File: config.mk
export PLATFORM = sky130hd
export DESIGN_NAME = debounce_2
export DESIGN_NICKNAME = d
export VERILOG_FILES = /design/src/rtl/debounce_pkg.sv /design/src/rtl/debounce_ch.sv /design/src/rtl/debounce_2.sv
export SDC_FILE = /design/constraint.sdc
export NUM_CORES = 1
export LEC_CHECK = 0
export CAP_MARGIN = 20
export CORE_MARGIN = 2
export CORE_UTILIZATION = 46
export CTS_CLUSTER_SIZE = 40
export DETAILED_ROUTE_END_ITERATION = 7
export HOLD_SLACK_MARGIN = 0.08
export SYNTH_ARGS = -nofsm -noshare
export SYNTH_HDL_FRONTEND = slang
export SYNTH_SLANG_ARGS = --single-unit
File: constraint.sdc
create_clock -name clk -period 2.49 [get_ports clk]
set_input_delay 0.747 -clock clk [delete_from_list [all_inputs] [get_ports clk]]
set_output_delay 0.747 -clock clk [all_outputs]
set_load 0.005 [all_outputs]
File: src/rtl/debounce_pkg.sv
// Shared types and defaults for the two-channel debouncer.
// The state encoding is fixed so that bit 1 alone tells whether the clean level is high.
package debounce_pkg;

  typedef enum logic [1:0] {
    STABLE_LO = 2'd0,
    WAIT_HI   = 2'd1,
    STABLE_HI = 2'd2,
    WAIT_LO   = 2'd3
  } deb_state_e;

  localparam int unsigned SYNC_STAGES_DEF     = 2;
  localparam int unsigned DEBOUNCE_CYCLES_DEF = 1000000;
  // Short debounce window for simulation runs.
  localparam int unsigned DEBOUNCE_CYCLES_SIM = 4;

  function automatic logic state_is_high(deb_state_e st);
    return st[1];
  endfunction

endpackage

File: src/rtl/debounce_ch.sv
// One debounce channel: synchroniser, stability counter/FSM and edge pulse generator.
// Edge pulses are only built when DEBOUNCE_EDGE_EN is defined; otherwise they are tied low.
module debounce_ch
  import debounce_pkg::*;
#(
  parameter int unsigned SYNC_STAGES     = SYNC_STAGES_DEF,
  parameter int unsigned DEBOUNCE_CYCLES = DEBOUNCE_CYCLES_DEF
) (
  input  logic clk_i,
  input  logic rst_ni,
  input  logic raw_i,
  output logic level_o,
  output logic rise_o,
  output logic fall_o
);

  localparam int unsigned CNT_W = $clog2(DEBOUNCE_CYCLES + 1);
  localparam logic [CNT_W-1:0] CntLast = CNT_W'(DEBOUNCE_CYCLES - 1);

  if (SYNC_STAGES < 2 || SYNC_STAGES > 4) begin : g_bad_sync
    $error("debounce_ch: SYNC_STAGES must be in 2..4");
  end
  if (DEBOUNCE_CYCLES < 2) begin : g_bad_cycles
    $error("debounce_ch: DEBOUNCE_CYCLES must be at least 2");
  end

  logic [SYNC_STAGES-1:0] sync_q;
  logic                   s;
  deb_state_e             state_q;
  logic [CNT_W-1:0]       cnt_q;
  logic                   level_q;

  always_ff @(posedge clk_i or negedge rst_ni) begin
    if (!rst_ni) begin
      sync_q <= '0;
    end else begin
      sync_q <= {sync_q[SYNC_STAGES-2:0], raw_i};
    end
  end

  assign s = sync_q[SYNC_STAGES-1];

  // The clean level is registered alongside the state so it tracks state_is_high(state_q).
  always_ff @(posedge clk_i or negedge rst_ni) begin
    if (!rst_ni) begin
      state_q <= STABLE_LO;
      cnt_q   <= '0;
      level_q <= 1'b0;
    end else begin
      unique case (state_q)
        STABLE_LO: begin
          if (s) begin
            state_q <= WAIT_HI;
            cnt_q   <= CNT_W'(1);
          end else begin
            cnt_q <= '0;
          end
        end
        WAIT_HI: begin
          if (!s) begin
            state_q <= STABLE_LO;
            cnt_q   <= '0;
          end else if (cnt_q == CntLast) begin
            state_q <= STABLE_HI;
            cnt_q   <= '0;
            level_q <= 1'b1;
          end else begin
            cnt_q <= cnt_q + CNT_W'(1);
          end
        end
        STABLE_HI: begin
          if (!s) begin
            state_q <= WAIT_LO;
            cnt_q   <= CNT_W'(1);
          end else begin
            cnt_q <= '0;
          end
        end
        WAIT_LO: begin
          if (s) begin
            state_q <= STABLE_HI;
            cnt_q   <= '0;
          end else if (cnt_q == CntLast) begin
            state_q <= STABLE_LO;
            cnt_q   <= '0;
            level_q <= 1'b0;
          end else begin
            cnt_q <= cnt_q + CNT_W'(1);
          end
        end
        default: begin
          state_q <= STABLE_LO;
          cnt_q   <= '0;
          level_q <= 1'b0;
        end
      endcase
    end
  end

  assign level_o = level_q;

`ifdef DEBOUNCE_EDGE_EN
  logic rise_q;
  logic fall_q;

  // Pulses fire on the same edge that commits the level, so they line up with its first cycle.
  always_ff @(posedge clk_i or negedge rst_ni) begin
    if (!rst_ni) begin
      rise_q <= 1'b0;
      fall_q <= 1'b0;
    end else begin
      rise_q <= (state_q == WAIT_HI) && s && (cnt_q == CntLast);
      fall_q <= (state_q == WAIT_LO) && !s && (cnt_q == CntLast);
    end
  end

  assign rise_o = rise_q;
  assign fall_o = fall_q;
`else
  assign rise_o = 1'b0;
  assign fall_o = 1'b0;
`endif

endmodule

File: src/rtl/debounce_2.sv
// Two-channel switch conditioner feeding the NOR gate's a/b inputs.
// Define DEBOUNCE_EDGE_EN to build the per-channel rise/fall pulse outputs.
module debounce_2
  import debounce_pkg::*;
#(
  parameter int unsigned SYNC_STAGES     = SYNC_STAGES_DEF,
  parameter int unsigned DEBOUNCE_CYCLES = DEBOUNCE_CYCLES_DEF
) (
  input  logic clk,
  input  logic rst_n,
  input  logic a_raw,
  input  logic b_raw,
  output logic a,
  output logic b,
  output logic a_rise,
  output logic a_fall,
  output logic b_rise,
  output logic b_fall
);

  debounce_ch #(
    .SYNC_STAGES     (SYNC_STAGES),
    .DEBOUNCE_CYCLES (DEBOUNCE_CYCLES)
  ) u_ch_a (
    .clk_i   (clk),
    .rst_ni  (rst_n),
    .raw_i   (a_raw),
    .level_o (a),
    .rise_o  (a_rise),
    .fall_o  (a_fall)
  );

  debounce_ch #(
    .SYNC_STAGES     (SYNC_STAGES),
    .DEBOUNCE_CYCLES (DEBOUNCE_CYCLES)
  ) u_ch_b (
    .clk_i   (clk),
    .rst_ni  (rst_n),
    .raw_i   (b_raw),
    .level_o (b),
    .rise_o  (b_rise),
    .fall_o  (b_fall)
  );

endmodule

Yosys cells after proc, flatten, opt, wreduce, memory -nomap -nowiden
Cells that the tools add are included.
{ "op_classes": {"div": 0, "multipliers": 0, "reduce_logical": 8, "bitwise_logic": 0, "mux": 36, "shifts": 0, "n_eq_ne": 24, "order_cmp": 0, "addsub": 2} }
{ "op_table": {"columns": ["op", "n"], "rows": [
  ["$pmux W20 S4", 2],
  ["$mux W20", 6],
  ["$add A20 B1 Y20 const B", 2],
  ["$eq A20 B20 Y1 const B", 2],
  ["$mux W2", 12],
  ["$ne A2 B1 Y1 const B", 8],
  ["$pmux W2 S4", 2],
  ["$mux W1", 12],
  ["$reduce_and A5 Y1", 2],
  ["$eq A2 B2 Y1 const B", 4],
  ["$ne A2 B2 Y1 const B", 4],
  ["$reduce_and A4 Y1", 2],
  ["$ne A3 B1 Y1 const B", 2],
  ["$ne A3 B3 Y1 const B", 2],
  ["$eq A2 B1 Y1 const B", 2],
  ["$logic_not A2 Y1", 2],
  ["$pmux W1 S2", 2],
  ["$reduce_bool A2 Y1", 2]
]} }
{ "totals": {"latch_bits": 0, "in_bits": 4, "out_inout_bits": 6, "regBits": 50, "ramBits": 0, "mem_bits_ro": 0, "mem_count": 0} }

Depth between registers and ports, before layout
{ "depth": {"word_depth": 4, "ltp_mapped": 9} }

By module
From an unflattened synthesis, not the netlist that was laid out.
{ "unflattened": {"hier_cells": 247, "hier_area_um2": 2476.1} }
{ "by_module_without_submodules": {"columns": ["module", "instances", "seq_area_each_um2", "cells_each", "area_per_inst_um2"], "rows": [
  ["debounce_ch (u_ch_a)", 1, 625.6, 127, 1246.2],
  ["debounce_ch (u_ch_b)", 1, 625.6, 120, 1229.9]
]} }

Least setup slack after synthesis
OpenSTA, ideal clock, no wires.
{ "synth_timing": {"path_type": "flip-flop to flip-flop", "startpoint": "register u_ch_a.cnt_q[0]", "endpoint": "register u_ch_a.cnt_q[10]", "path_buffers": 4, "setup_slack_ns": 0.576, "setup_time_ns": 0.071, "arrival_ns": 1.843, "stages_incl_launch_ff": 10, "period_less_slack_ns": 1.914, "cell_sequence": "dfrtp_1 -> ha_1 -> and3_1 -> clkbuf_1 -> and3_1 -> clkbuf_1 -> a31o_2 -> buf_2 -> buf_4 -> nor2_1"} }
{ "synth_via": {"elab_chain_cells": 4} }
{ "synth_lines": {"columns": ["element", "line_no", "source"], "rows": [
  ["from (decl)", "debounce_ch.sv:30", "logic [CNT_W-1:0] cnt_q;"],
  ["from (signal assigned)", "debounce_ch.sv:68", "cnt_q <= cnt_q + CNT_W'(1);"],
  ["from (signal assigned)", "debounce_ch.sv:88", "cnt_q <= cnt_q + CNT_W'(1);"],
  ["$add A20 B1 Y20 / $eq A20 B20 Y1 (equally long branches)", null, null],
  ["$mux W20 *", "debounce_ch.sv:63, debounce_ch.sv:83", null],
  ["$mux W20, on equally long branches", "debounce_ch.sv:80, debounce_ch.sv:60", null],
  ["$pmux W20 S4 *", "debounce_ch.sv:50", "unique case (state_q)"]
]} }
Mark *: on every way between the ends. The rest lies on a longest branch, timed or not.
A chain may end at the register's enable or synchronous reset.

==> metrics.cfg <==
[final_layout]
area_growth_syn_to_layout_pct=8.187
drive_gt1_frac=0.07631
post-route-cell-area_sq_um=2629
diodes=0
finish.utilization=0.5147
multi_input_area_sq_um=1076
nets=254
n_fill_cell=485
register_area_sq_um=1251

[clock_network]
cts_max_path_buffers=2
post-cts-setup-buffers=0
cts.sinks=50
cts.htree.levels=2
cts_buffers=5
cts_tree=built
cts_hold_buf=0
clk_pin_slew_ns=0.09
cts_resized=0
insertion_delay_ns=0.30
root_buffer=clkbuf_8

[timing]
finalMaxSlewViolations=0
setup_viol=0
period_minus_slack_ns=2.004
period_share=0.8048
max_freq_mhz=499.0
hold_violations=0
rsz0062_at_grt=no
fin_skew_ns=0.007727
fin_tns_setup_ns=0

[power_and_ir_drop]
vdd_ir_drop_max_uv=343.7
power.leakage_nw=1.043
powerDensity_nw_per_um2=527.3

[route]
drc=0
dr.pass1.iters=5
wire_per_inst_um=13.33
postRouteAntennaNets=0
drtIter0Drc=104
dr_total_vias=1756
routed_via_density=5.505
totalWireLength_um=4252

[floorplanning]
fp.dieW_um=76.68
die_h_um=76.68
io_pins=10
num_rows=26
die_area_sq_um=5880
initial_utilization=0.4757
coreArea_sq_um=5107

[synth]
ys_warn_count=0
syn_area_per_cell_sq_um=9.958
synth_top_area_frac=0.5149
async_flop_share=1.000
synth_area_sq_um=2430
synth_edf_count=0
ys_ff_latch=50
ys_seq_area_frac=0.5149
synthesis.instances=244
synth_area_leaders=dfrtp_1, xor2_1, nor2_1, xnor2_1, a21oi_1
synth_top_cell_by_area=dfrtp_1
yosysMostFrequentCell=dfrtp_1
synth.distinct_cells=40
synth_common_cells=dfrtp_1, nor2_1, a21oi_1
synth-main-ff-cell=dfrtp_1

[grt]
grt_pass1_wl_um=7576
grt_remaining_overflow=0
grt_pass1_vias=1632
antenna_found_initial=0
grt_max_degree=32
grt_usage=0.1581

[worst_hold_path]
hold_path.class=flip-flop to flip-flop

[placement]
placed_cell_area_sq_um=2529
portBuffers=5
place.gp.congestion=0.7853
dp_hpwl_um=2932

[run]
drv_cap=0

[critical_path]
critPathLaunchType=flip-flop
crit_fanout=4
worstSetupPathType=flip-flop to flip-flop
end_kind=flip-flop
crit_path_cell_trace=or4b_1 -> nor4_2 -> and4_1 -> mux2_2
cp_num_buf_inv=0
arrival_ns=2.20
crit_path_top_delay_cell=or4b_1
cpPeakStageDelay_ns=0.55
cpLargestDelayFamily=simple AND/OR/NAND/NOR gates
worstPathRequired_ns=2.68

[outcome]
status=complete, no violations

[final timing paths]
path / endpoint / start / slack [ns] / cells after the start
worst max-delay path: flip-flop / u_ch_a.cnt_q[10] / 0.49 / 4
worst min-delay path: u_ch_a.sync_q[1] / u_ch_a.sync_q[0] / 0.36 / 0
worst max register to register: flip-flop / u_ch_a.cnt_q[10] / 0.49 / 4
worst min register to register: u_ch_a.sync_q[1] / u_ch_a.sync_q[0] / 0.36 / 0
max in group asynchronous: u_ch_a.cnt_q[0] / rst_n / 1.58 / 2
min in group asynchronous: u_ch_b.cnt_q[17] / rst_n / 0.39 / 1
[routing by layer]
| layer | wire length (um) | track usage | part of all wire | up-vias |
|---|---|---|---|---|
| met3 | 173 | 0.02824 | 0.041 | 5 |
| met2 | 1832 | 0.2307 | 0.43 | 36 |
| li1 | - | - | - | 865 |
| met1 | 2194 | 0.2374 | 0.52 | 850 |
| met4 | 53 | 0.05455 | 0.012 | 0 |
| met5 | 0 | 0 | 0 | - |
[cell families after synthesis]
family,synth area share
AOI/OAI and AO/OA,0.09785
xor gates and xnor gates,0.08651
adders and majority gates,0.01030
buffers and inverters,0.04686
DFF,0.5149
muxes,0.009268
other,0.001543
and+or+nand+nor,0.2328
[power by group]
group          switching, mW  leakage (nW)  internal [mW]
clock network          0.277        0.0514          0.229
logic                 0.0356         0.312         0.0166
registers            0.00777         0.680          0.820
[per-stage QoR]
step           hold slack, ns  power (mW)  instances  setup WS, ns
2_1_floorplan          0.3312      0.8725        247        0.5760
3_3_place_gp           0.3372      0.8985        311        0.5374
3_5_place_dp           0.3380      0.8985        311        0.5113
4_1_cts                0.3631       1.404        319        0.4922
5_1_grt                0.3654       1.444        319        0.3902
6_report               0.3594       1.386        319        0.4862
[cell type report]
class | count | share of cell area
clock buffers | 6 | 0.03141
clock inverters | 2 | 0.006663
inverters | 11 | 0.01571
multi-input cells | 173 | 0.4093
flip-flops and latches | 50 | 0.4760
well taps | 70 | 0.03332
repair buffers | 7 | 0.02761
[cell usage in the layout (no fill, tap or decap), types with 10 or more instances in the layout]
| cell | n |
|---|---|
| dfrtp_1 | 50 |
| nor2_1 | 28 |
| a21oi_1 | 16 |
| xor2_1 | 13 |
| nand2_1 | 12 |
| inv_1 | 11 |
| xnor2_1 | 11 |
| nand3_1 | 10 |
| o21ai_0 | 10 |
| or3_1 | 10 |
| nand4_1 | 10 |
[flip-flops by register name, indices dropped and copies added, names as in the netlist, named ones only]
register        cells
u_ch_a.cnt_q       20
u_ch_a.level_o      1
u_ch_a.state_q      1
u_ch_a.sync_q       2
u_ch_b.cnt_q       20
u_ch_b.level_o      1
u_ch_b.state_q      1
u_ch_b.sync_q       2
No activity file was read; power rests on OpenSTA's default activity.
